File: config.mk
export PLATFORM = sky130hd
export DESIGN_NAME = power_pack_pool
export DESIGN_NICKNAME = d
export VERILOG_FILES = /design/src/rtl/power_pack_pkg.sv /design/src/rtl/power_pack_slot.sv /design/src/rtl/power_pack_pool.sv
export SDC_FILE = /design/constraint.sdc
export NUM_CORES = 1
export LEC_CHECK = 0
export ABC_AREA = 1
export BUFFER_PORTS_ARGS = -buffer_cell sky130_fd_sc_hd__buf_2
export CAP_MARGIN = 20
export CORE_AREA = 10 10 178 180
export CTS_CLUSTER_DIAMETER = 60
export DETAILED_ROUTE_END_ITERATION = 10
export DIE_AREA = 0 0 188 190
export PLACE_DENSITY_LB_ADDON = 0.05
export SLEW_MARGIN = 20
export SYNTH_ARGS = -nofsm -noshare
export SYNTH_HDL_FRONTEND = slang
export SYNTH_SLANG_ARGS = --single-unit
File: constraint.sdc
create_clock -name clk -period 2.7 [get_ports clk]
set_input_delay 0.54 -clock clk [delete_from_list [all_inputs] [get_ports clk]]
set_output_delay 0.54 -clock clk [all_outputs]
set_load 0.01 [all_outputs]
File: src/rtl/power_pack_pkg.sv
// power_pack_pkg: pack modes, slot states and mode-to-colour lookup for the power pack pool
package power_pack_pkg;

  typedef enum logic [1:0] {
    MODE_SHRINK = 2'd0,
    MODE_BOOST  = 2'd1,
    MODE_EXTRA  = 2'd2,
    MODE_SHIELD = 2'd3
  } mode_e;

  typedef enum logic [1:0] {
    SLOT_IDLE   = 2'd0,
    SLOT_ACTIVE = 2'd1,
    SLOT_BLINK  = 2'd2
  } slot_state_e;

  localparam logic [7:0] COLOR_SHRINK = 8'h03;
  localparam logic [7:0] COLOR_BOOST  = 8'h16;
  localparam logic [7:0] COLOR_EXTRA  = 8'hE3;
  localparam logic [7:0] COLOR_SHIELD = 8'hF0;

  function automatic logic [7:0] mode_color(mode_e m);
    return m == MODE_SHRINK ? COLOR_SHRINK :
           m == MODE_BOOST  ? COLOR_BOOST  :
           m == MODE_EXTRA  ? COLOR_EXTRA  : COLOR_SHIELD;
  endfunction

endpackage

File: src/rtl/power_pack_slot.sv
// power_pack_slot: one pack's FSM, lifetime counter, ball overlap and pixel coverage (blink stage under POWER_PACK_BLINK_EN)
module power_pack_slot
  import power_pack_pkg::*;
#(
  parameter int WIDTH     = 20,
  parameter int HEIGHT    = 20,
  parameter int LIFETIME  = 600,
  parameter int BALL_SIZE = 16
) (
  input  logic        clk,
  input  logic        reset,
  input  logic        frame_tick_i,
  input  logic        load_i,
  input  logic        kill_i,
  input  logic [10:0] load_x_i,
  input  logic [9:0]  load_y_i,
  input  mode_e       load_mode_i,
  input  logic [10:0] ball_x_i,
  input  logic [9:0]  ball_y_i,
  input  logic [10:0] hcount_i,
  input  logic [9:0]  vcount_i,
  input  logic        blink_off_i,
  output logic        busy_o,
  output logic        overlap_o,
  output logic        covers_o,
  output mode_e       mode_o
);

  localparam int LW = $clog2(LIFETIME + 1);

  slot_state_e   state_q, state_d;
  logic [LW-1:0] life_q, life_d;
  logic [10:0]   x_q, x_d;
  logic [9:0]    y_q, y_d;
  mode_e         mode_q, mode_d;
  logic [11:0]   px, bx, hx;
  logic [10:0]   py, by, vy;
  logic          visible;

  assign px = {1'b0, x_q};
  assign bx = {1'b0, ball_x_i};
  assign hx = {1'b0, hcount_i};
  assign py = {1'b0, y_q};
  assign by = {1'b0, ball_y_i};
  assign vy = {1'b0, vcount_i};

  assign busy_o    = state_q != SLOT_IDLE;
  assign visible   = state_q == SLOT_ACTIVE || (state_q == SLOT_BLINK && !blink_off_i);
  assign overlap_o = busy_o && bx < px + 12'(WIDTH) && px < bx + 12'(BALL_SIZE) &&
                     by < py + 11'(HEIGHT) && py < by + 11'(BALL_SIZE);
  assign covers_o  = visible && hx >= px && hx < px + 12'(WIDTH) && vy >= py && vy < py + 11'(HEIGHT);
  assign mode_o    = mode_q;

  // Next state: allocation, then collision retire, then per-frame ageing with timeout
  always_comb begin
    state_d = state_q;
    life_d  = life_q;
    x_d     = x_q;
    y_d     = y_q;
    mode_d  = mode_q;
    if (load_i) begin
      state_d = SLOT_ACTIVE;
      life_d  = LW'(LIFETIME);
      x_d     = load_x_i;
      y_d     = load_y_i;
      mode_d  = load_mode_i;
    end else if (kill_i) begin
      state_d = SLOT_IDLE;
    end else if (busy_o && frame_tick_i) begin
      life_d = life_q - LW'(1);
      if (life_q <= LW'(1))
        state_d = SLOT_IDLE;
`ifdef POWER_PACK_BLINK_EN
      else if (life_d <= LW'(LIFETIME / 4))
        state_d = SLOT_BLINK;
`endif
    end
  end

  // Slot state registers
  always_ff @(posedge clk or negedge reset) begin
    if (!reset) begin
      state_q <= SLOT_IDLE;
      life_q  <= '0;
      x_q     <= '0;
      y_q     <= '0;
      mode_q  <= MODE_SHRINK;
    end else begin
      state_q <= state_d;
      life_q  <= life_d;
      x_q     <= x_d;
      y_q     <= y_d;
      mode_q  <= mode_d;
    end
  end

endmodule

File: src/rtl/power_pack_pool.sv
// power_pack_pool: multi-slot power-up manager with allocation, collision retire and RGB332 pixel output (blink via POWER_PACK_BLINK_EN)
module power_pack_pool
  import power_pack_pkg::*;
#(
  parameter int N_SLOTS   = 4,
  parameter int WIDTH     = 20,
  parameter int HEIGHT    = 20,
  parameter int H_MAX     = 1024,
  parameter int V_MAX     = 768,
  parameter int LIFETIME  = 600,
  parameter int BALL_SIZE = 16
) (
  input  logic        clk,
  input  logic        reset,
  input  logic        frame_tick,
  input  logic        spawn,
  input  logic [10:0] spawn_x,
  input  logic [9:0]  spawn_y,
  input  logic [1:0]  spawn_mode,
  input  logic [10:0] ball_x,
  input  logic [9:0]  ball_y,
  input  logic [10:0] hcount,
  input  logic [9:0]  vcount,
  output logic [7:0]  pixel,
  output logic        hit,
  output logic [1:0]  hit_mode,
  output logic [2:0]  hit_slot,
  output logic        spawn_ack,
  output logic        spawn_drop,
  output logic [3:0]  active_cnt
);

  localparam logic [10:0] X_LIM = 11'(H_MAX - WIDTH);
  localparam logic [9:0]  Y_LIM = 10'(V_MAX - HEIGHT);

  logic [N_SLOTS-1:0] busy, overlap, covers, load, kill;
  mode_e              slot_mode [N_SLOTS];
  logic [10:0]        load_x;
  logic [9:0]         load_y;
  logic               free_any, col_any;
  logic [2:0]         free_idx, col_idx;
  mode_e              col_mode;
  logic [7:0]         pixel_d, pixel_q;
  logic [3:0]         cnt, frame_q;
  logic               hit_q, ack_q, drop_q;
  logic [1:0]         hit_mode_q;
  logic [2:0]         hit_slot_q;

  assign load_x = spawn_x > X_LIM ? X_LIM : spawn_x;
  assign load_y = spawn_y > Y_LIM ? Y_LIM : spawn_y;

  for (genvar s = 0; s < N_SLOTS; s++) begin : g_slot
    assign load[s] = spawn && free_any && free_idx == 3'(s);
    assign kill[s] = col_any && col_idx == 3'(s);
    power_pack_slot #(
      .WIDTH(WIDTH), .HEIGHT(HEIGHT), .LIFETIME(LIFETIME), .BALL_SIZE(BALL_SIZE)
    ) u_slot (
      .clk(clk),
      .reset(reset),
      .frame_tick_i(frame_tick),
      .load_i(load[s]),
      .kill_i(kill[s]),
      .load_x_i(load_x),
      .load_y_i(load_y),
      .load_mode_i(mode_e'(spawn_mode)),
      .ball_x_i(ball_x),
      .ball_y_i(ball_y),
      .hcount_i(hcount),
      .vcount_i(vcount),
      .blink_off_i(frame_q[3]),
      .busy_o(busy[s]),
      .overlap_o(overlap[s]),
      .covers_o(covers[s]),
      .mode_o(slot_mode[s])
    );
  end

  // Lowest-index priority for free slot, collision and pixel; scanning downward lets the lowest index win
  always_comb begin
    free_any = 1'b0;
    free_idx = '0;
    col_any  = 1'b0;
    col_idx  = '0;
    col_mode = MODE_SHRINK;
    pixel_d  = '0;
    cnt      = '0;
    for (int i = N_SLOTS - 1; i >= 0; i--) begin
      if (!busy[i]) begin
        free_any = 1'b1;
        free_idx = 3'(i);
      end
      if (overlap[i]) begin
        col_any  = 1'b1;
        col_idx  = 3'(i);
        col_mode = slot_mode[i];
      end
      if (covers[i])
        pixel_d = mode_color(slot_mode[i]);
      cnt = cnt + 4'(busy[i]);
    end
  end

  // Registered outputs and the frame counter that drives blinking
  always_ff @(posedge clk or negedge reset) begin
    if (!reset) begin
      pixel_q    <= '0;
      hit_q      <= 1'b0;
      hit_mode_q <= '0;
      hit_slot_q <= '0;
      ack_q      <= 1'b0;
      drop_q     <= 1'b0;
      frame_q    <= '0;
    end else begin
      pixel_q    <= pixel_d;
      hit_q      <= col_any;
      hit_mode_q <= col_any ? col_mode : MODE_SHRINK;
      hit_slot_q <= col_any ? col_idx : '0;
      ack_q      <= spawn && free_any;
      drop_q     <= spawn && !free_any;
      frame_q    <= frame_q + 4'(frame_tick);
    end
  end

  assign pixel      = pixel_q;
  assign hit        = hit_q;
  assign hit_mode   = hit_mode_q;
  assign hit_slot   = hit_slot_q;
  assign spawn_ack  = ack_q;
  assign spawn_drop = drop_q;
  assign active_cnt = cnt;

endmodule

[Word level (Yosys, flattened, before mapping)]
Cells that the tools add are included.
Storage, ports and cells
  register bits: 160
  bits in latches: 0
  RAM bits: 0
  ROM bits: 0
  input bits: 69
  output and inout port bits: 20
  word-level logic and storage cells: 263
  memories: 0
Operators by class
  add/subtract/negate cells: 18
  multiply operators: 0
  div/mod/pow operators: 0
  magnitude comparators: 38
  equal/unequal tests: 26
  shift-type cells: 0
  mux-type cells: 68
  bitwise logic cells: 0
  reduce and logical (&&, ||, !) cells: 86
Operator list (count)
  11-bit by 12-bit less-than comparator with 1-bit output: 12
  10-bit by 11-bit less-than comparator with 1-bit output: 12
  10-bit 2-to-1 mux: 13
  8-bit 2-to-1 mux: 12
  11-bit by 5-bit adder with 12-bit output, second input constant: 5
  10-bit by 5-bit adder with 11-bit output, second input constant: 5
  1-bit logical AND: 50
  2-bit 2-to-1 mux: 23
  11-bit greater-or-equal comparator: 4
  10-bit greater-or-equal comparator: 4
  10-bit by 1-bit less-or-equal comparator with 1-bit output, second input constant: 4
  10-bit by 1-bit subtractor with 10-bit output, second input constant: 4
  3-bit nonzero test: 8
  3-bit 2-to-1 mux: 7
  5-bit 2-to-1 mux: 4
  2-bit by 1-bit equality test with 1-bit output, second input constant: 8
  2-bit equality test, second input constant: 8
  2-bit AND reduction: 8
  2-bit nonzero test: 8
  3-bit by 2-bit equality test with 1-bit output, second input constant: 4
  11-bit by 10-bit greater-than comparator with 1-bit output, second input constant: 1
  11-bit 2-to-1 mux: 1
  10-bit greater-than comparator, second input constant: 1
  2-bit zero test: 4
  10 further kinds: 26

[Depth between registers and ports, before layout]
  word-level depth: 14
  mapped depth: 22
  gate-level depth less buffers: 22

[By module]
Synthesis repeated with hierarchy kept, for this count alone.
Unflattened totals
  cell total of the unflattened synthesis: 2283
  area total of the unflattened synthesis: 16360.7 um^2
Modules (own cells, without submodules)
  power_pack_slot (g_slot[0].u_slot ...): instances 2, cells an instance 528, area an instance 3777.4 um^2, seq. area each 850.8 um^2
  power_pack_slot (g_slot[3].u_slot): instances 1, cells an instance 528, area an instance 3793.6 um^2, seq. area each 850.8 um^2
  power_pack_slot (g_slot[2].u_slot): instances 1, cells an instance 525, area an instance 3783.6 um^2, seq. area each 850.8 um^2
  power_pack_pool: instances 1, cells an instance 174, area an instance 1228.7 um^2, seq. area each 400.4 um^2

[Worst setup path after synthesis]
No wires, ideal clock.
  path type: input to register
  from: input ball_y[4]
  to: register g_slot[1].u_slot.state_q[0]
  library setup time: 0.129 ns
  arrival: 2.653 ns
  setup slack: -0.082 ns
  cell stages on the path: 18
  buffers on the path: 1
  cell sequence: ha_1 -> nand3_1 -> xor2_1 -> ha_1 -> a21oi_1 -> nand3b_2 -> nand2_1 -> nor2_1 -> nand2_1 -> nor2_2 -> nand3_2 -> nor2_4 -> nand2_1 -> nand2_2 -> nand3_4 -> buf_6 -> nand3_1 -> nand2_1
On the way
  cells in the longest elaborated chain, start to end: 11
  elaborated cells between the ends (all ways): 32
  classes of those cells: add/sub: 1; order compare: 8; eq/ne: 1; mux: 10; reduce/logical: 12
Ends and longest elaborated chain
  start: declaration: RTL line power_pack_pool.sv:21  | input logic [9:0] ball_y,
  10-bit by 5-bit adder with 11-bit output or 10-bit by 11-bit less-than comparator with 1-bit output (tied branches): RTL line power_pack_slot.sv:50  | by < py + 11'(HEIGHT) && py < by + 11'(BALL_SIZE);
  10-bit by 11-bit less-than comparator with 1-bit output or 1-bit logical AND (tied branches): RTL line power_pack_slot.sv:50, power_pack_slot.sv:49
  1-bit logical AND: RTL line power_pack_slot.sv:50
  2-bit 2-to-1 mux: RTL line power_pack_pool.sv:92  | if (overlap[i]) begin
  3-bit 2-to-1 mux (3 in a row): RTL line power_pack_pool.sv:92
  3-bit by 1-bit equality test with 1-bit output: RTL line power_pack_pool.sv:54  | assign kill[s] = col_any && col_idx == 3'(s);
  1-bit logical AND (*): RTL line power_pack_pool.sv:54
  3-bit nonzero test (no source line) or 2-bit 2-to-1 mux (tied branches)
  2-bit AND reduction (no source line) or 2-bit 2-to-1 mux (tied branches)
  end signal: assignment: RTL line power_pack_slot.sv:89  | state_q <= state_d;
  end: declaration: RTL line power_pack_slot.sv:31  | slot_state_e state_q, state_d;
Mark *: on every way between the ends. The rest lies on a longest branch, timed or not.
A chain may end at the register's enable or synchronous reset.

[Worst setup path in the final report]
  from: register g_slot[0].u_slot.y_q[2]
  to: register g_slot[1].u_slot.life_q[3]
On the way
  cells in the longest elaborated chain, start to end: 9
  elaborated cells between the ends (all ways): 11
  classes of those cells: add/sub: 1; order compare: 2; eq/ne: 2; mux: 2; reduce/logical: 4
Ends and longest elaborated chain
  start: declaration: RTL line power_pack_slot.sv:34  | logic [9:0] y_q, y_d;
  start signal: assignment: RTL line power_pack_slot.sv:92  | y_q <= y_d;
  10-bit by 5-bit adder with 11-bit output: RTL line power_pack_slot.sv:50
  10-bit by 11-bit less-than comparator with 1-bit output: RTL line power_pack_slot.sv:50
  1-bit logical AND: RTL line power_pack_slot.sv:49  | assign overlap_o = busy_o && bx < px + 12'(WIDTH) && px < bx + 12'(BALL_SIZE) &&
  1-bit logical AND (*): RTL line power_pack_slot.sv:50
  3-bit 2-to-1 mux: RTL line power_pack_pool.sv:92
  3-bit by 1-bit equality test with 1-bit output: RTL line power_pack_pool.sv:54
  1-bit logical AND (*): RTL line power_pack_pool.sv:54
  2-bit by 1-bit != test with 1-bit output (no source line) (*)
  2-bit AND reduction (no source line) (*)
  end signal: assignment: RTL line power_pack_slot.sv:90  | life_q <= life_d;
  end: declaration: RTL line power_pack_slot.sv:32  | logic [LW-1:0] life_q, life_d;
Marks and branches as above.

==> summary.txt <==
CTS
  – CTS clock-pin slew for the worst setup and hold paths: roughly 0.070 ns
  – Num CTS Buffers: 17
  – CTS tree: done
  – Clk_lat worst skew: ~0.45 ns
  – Hold-fix buffers, CTS: 0
  – H-tree depth: 4
  – # clock sinks: approximately 150
  – Clk root buf: clkbuf_16
  – Clk buf depth: 2

Global route
  – GRT overflow: 0
  – GRT Overall Usage: a little under 30%
  – Initial antenna violation count: 1
  – First-pass GRT wire length: roughly 83 mm
  – Largest net degree at the start of global routing: 51
  – Number of global-route vias before repair: ~16000

Routing
  – Routed vias/inst: about 5.5
  – TritonRoute pass-1 iters: 6
  – Iteration-0 DRC Markers: 1403
  – Post-route ant nets: 0
  – Drt wl/cell: 17.86 µm
  – Residual DRC count: 0
  – DRT Wirelength: 53.34 mm
  – Via count: about 16000

Setup path
  – Crit end category: flop
  – Worst-path maximum fanout: 7
  – Reg-to-reg critical path endpoint: g_slot[1].u_slot.life_q[3]$_DFFE_PN0P_
  – FF-to-FF Start: g_slot[0].u_slot.y_q[2]$_DFFE_PN0P_
  – Critical-path cell list: buf_4, inv_2, o21ai_2, nand3_2, nor3_2, xor2_1, ha_1, nand4_1, a21oi_2, nor2_2, nand3_2, nor2_4, nor2_4, buf_4, nand2_4, nand3_4, nand2_4, nand2_1, nand2_1
  – CP arrival: about 3.5 ns
  – Crit Path Category: reg2reg
  – Critical Path Max Stage Delay: about 0.42 ns
  – Reg-to-reg setup timing slack: -0.44 ns
  – Worst endpoint required time: ~3.1 ns
  – R2R depth: 19
  – Worst setup SP type: flop
  – Slowest cell on crit path: dfrtp_1

Power
  – LEAKAGE: ~11 nW
  – Worst VDD drop: 1096 µV
  – Pwr/cell area: about 1100 nW/µm²
  – Net Sw Frac: 49.25%
  – P_int: 0.01155 W
  – Combinational cell fraction of total power: 71.0%
  – Switching power: roughly 0.011 W
  – Overall power: ~0.023 W
  – Clock Power Share: between 10% and 20%
  – Reg power frac: 18.4%

Timing
  – Clk_skew: between 0.01 and 0.015 ns
  – TNS Setup: -18.95 ns
  – Worst Max-Slew Pin Slew: ~0.73 ns
  – Worst slew margin relative to its limit: 51.40%
  – Min Tclk post-route: approximately 3.1 ns
  – Fin. Hold Viols: 0
  – Peak Freq: around 320 MHz
  – Setup ws final: -0.4356 ns
  – Tcrit/Tclk final: 116.1%
  – Setup Viol. Count Final: 54
  – RSZ-0062 raised after global routing: yes
  – Count of final max-slew check failures: 0
  – WHS: around 0.048 ns

Logic synthesis
  – Synthesized area per cell: 7.142 µm²
  – EDFF count, synth: 0
  – Number of synthesized register bits: 148
  – Post-Syn Instances: between 2000 and 2500
  – Dominant synthesized flop cell: dfrtp_1
  – Register area share after synthesis: roughly a quarter
  – Synth Cell Area: 15760 µm²
  – Distinct cells, synth: 53
  – Yosys warnings: 0
  – Post-synth ARST share: 100.0%

Place
  – Post-DP HPWL: 41.08 mm
  – RD Place Congestion: slightly below 1
  – I/O Buffers: 85
  – DP Worst Slack: -0.6392 ns

Die
  – Die Y: approximately 190 µm
  – Initial core utilization: around 56%
  – Row cnt: between 60 and 70
  – Die width: 188 µm
  – Io pins: 89
  – Core area: roughly 28000 µm²
  – Die ar.: between 30000 and 40000 µm²

Final layout
  – Final #Nets: 2963
  – Area growth syn-to-layout: 28.04%
  – Share of layout cells above drive strength 1: between 20% and 30%

Outcome
  – Failing checks: negative setup slack
  – Status: complete, but fails checks

Flow run
  – Max cap viols: 0

Worst hold path
  – HP Class: in2async
[critical path: cells and delay by family, from the launching register on]
family / cells / cell delay (ns)
buffers and inverters: 3 / 0.31
flip-flops: 1 / 0.42
adder cells (fa/ha/maj): 1 / 0.31
XOR/XNOR: 1 / 0.26
AO/OA/AOI/OAI: 2 / 0.25
AND/OR/NAND/NOR: 12 / 1.50
[timing repair]
item                                    in CTS  in global routing
setup buffers                               26                 14
pin swaps                                   34                 29
endpoints found under the setup margin      54                 54
gates cloned                                 5                  0
gates resized for setup                    113                 60
[cells in the final DEF (no fill, tap or decap), types with 46 or more instances in the layout]
master   count
nor2_1     181
o21ai_0    117
nand4_1     46
xor2_1      58
inv_1      270
a21oi_1    109
dfrtp_1    145
nand3_1    128
buf_4      283
buf_2       84
nand2_1    518
ha_1       295
[power groups by stage]
| stage | registers (W) | logic, W | clock network (W) |
|---|---|---|---|
| after floorplan | 0.00409 | 0.00898 | 0 |
| after global placement | 0.00411 | 0.0141 | 0 |
| after detailed placement | 0.00412 | 0.0145 | 0 |
| after CTS | 0.00412 | 0.0155 | 0.00243 |
| after global routing | 0.00432 | 0.0181 | 0.00252 |
| final | 0.00420 | 0.0161 | 0.00241 |
[synthesized netlist by cell type (2+ instances only)]
cell type | number | area (µm²)
inv_1 | 279 | 1047
nand3_2 | 3 | 30.03
or2_1 | 2 | 12.51
a21boi_0 | 2 | 15.01
nor3_1 | 33 | 165.2
nand4_1 | 46 | 287.8
o21ai_2 | 9 | 78.83
o21ai_1 | 7 | 35.03
nor2_1 | 199 | 747.0
a21o_1 | 12 | 90.09
nand2_4 | 3 | 33.78
buf_4 | 6 | 45.04
o311ai_0 | 2 | 17.52
inv_2 | 6 | 22.52
or2_2 | 11 | 68.82
ha_1 | 304 | 3804
clkinv_1 | 2 | 7.510
o21a_1 | 12 | 90.09
nor4_1 | 5 | 31.28
a211oi_1 | 4 | 30.03
xor2_1 | 64 | 560.5
nor2_2 | 9 | 56.30
dfrtp_1 | 148 | 3704
nand3b_1 | 10 | 75.07
nand3_1 | 148 | 740.7
o21ai_0 | 134 | 670.6
o2111ai_1 | 4 | 35.03
buf_6 | 3 | 33.78
nor2_4 | 5 | 56.30
o211ai_1 | 15 | 112.6
nand2_1 | 543 | 2038
a21oi_1 | 114 | 570.6
xnor2_1 | 5 | 43.79
nand2_2 | 9 | 56.30
o221ai_1 | 2 | 17.52
a31oi_1 | 5 | 31.28
o21bai_1 | 7 | 52.55
clkbuf_1 | 20 | 75.07
[flip-flops by register name (all words and copies together) (netlist names)]
register,cells
g_slot.u_slot.x_q,44
g_slot.u_slot.life_q,40
g_slot.u_slot.y_q,40
g_slot.u_slot.mode_o,8
pixel,5
g_slot.u_slot.state_q,4
hit_mode,2
hit_slot,2
hit,1
spawn_ack,1
spawn_drop,1
[how the worst max path moves through the flow]
stage	from	endpoint	slack [ns]	depth (start not counted)
final	g_slot[0].u_slot.y_q[2]$_DFFE_PN0P_	g_slot[1].u_slot.life_q[3]$_DFFE_PN0P_	-0.44	19
after global routing	g_slot[0].u_slot.y_q[2]$_DFFE_PN0P_	g_slot[1].u_slot.life_q[3]$_DFFE_PN0P_	-0.63	19
after CTS	g_slot[0].u_slot.y_q[2]$_DFFE_PN0P_	g_slot[3].u_slot.state_q[0]$_DFFE_PN0P_	-0.33	20
after detailed placement	ball_x[5]	g_slot[2].u_slot.life_q[7]$_DFFE_PN0P_	-0.64	18
after global placement	ball_x[4]	g_slot[2].u_slot.life_q[8]$_DFFE_PN0P_	-0.59	20
after floorplan	ball_x[5]	g_slot[3].u_slot.life_q[9]$_DFFE_PN0P_	0.01	19
[layout make-up]
cell class              instances  area, µm²
multi-input cells            1748      11510
fillers                      2404       8055
flip-flops and latches        148       3707
repair buffers                387       2831
inverters                     287       1085
well taps                     384      480.5
clock buffers                  17      425.4
clock inverters                14      142.6
diodes                          1      2.502
[cell families after synthesis]
group	Yosys count	synth area share [%]
adders and majority gates	305	24.26
DFF	148	23.50
other	1	0.02379
xor gates and xnor gates	69	3.834
and+or+nand+nor	1032	28.41
AOI/OAI and AO/OA	334	12.01
buffers and inverters	318	7.969
[metal layers]
metal	global-route usage [%]	vias to the layer above	wire [µm]
met5	0	-	0
met4	10.46	0	1581
met3	4.504	95	3915
met2	46.01	557	23970
met1	39.56	7736	23870
li1	-	8105	-
[per-stage QoR]
| stage | utilization (%) | cell area [µm²] | cells |
|---|---|---|---|
| 2_1_floorplan | - | 15800 | 2209 |
| 3_3_place_gp | 65.81 | 18580 | 2912 |
| 3_5_place_dp | 65.81 | 18580 | 2912 |
| 4_1_cts | 70.25 | 19840 | 2973 |
| 5_1_grt | 71.47 | 20180 | 2986 |
| 6_report | 71.47 | 20180 | 2986 |
Note: power is estimated with default switching activity, not from simulation.
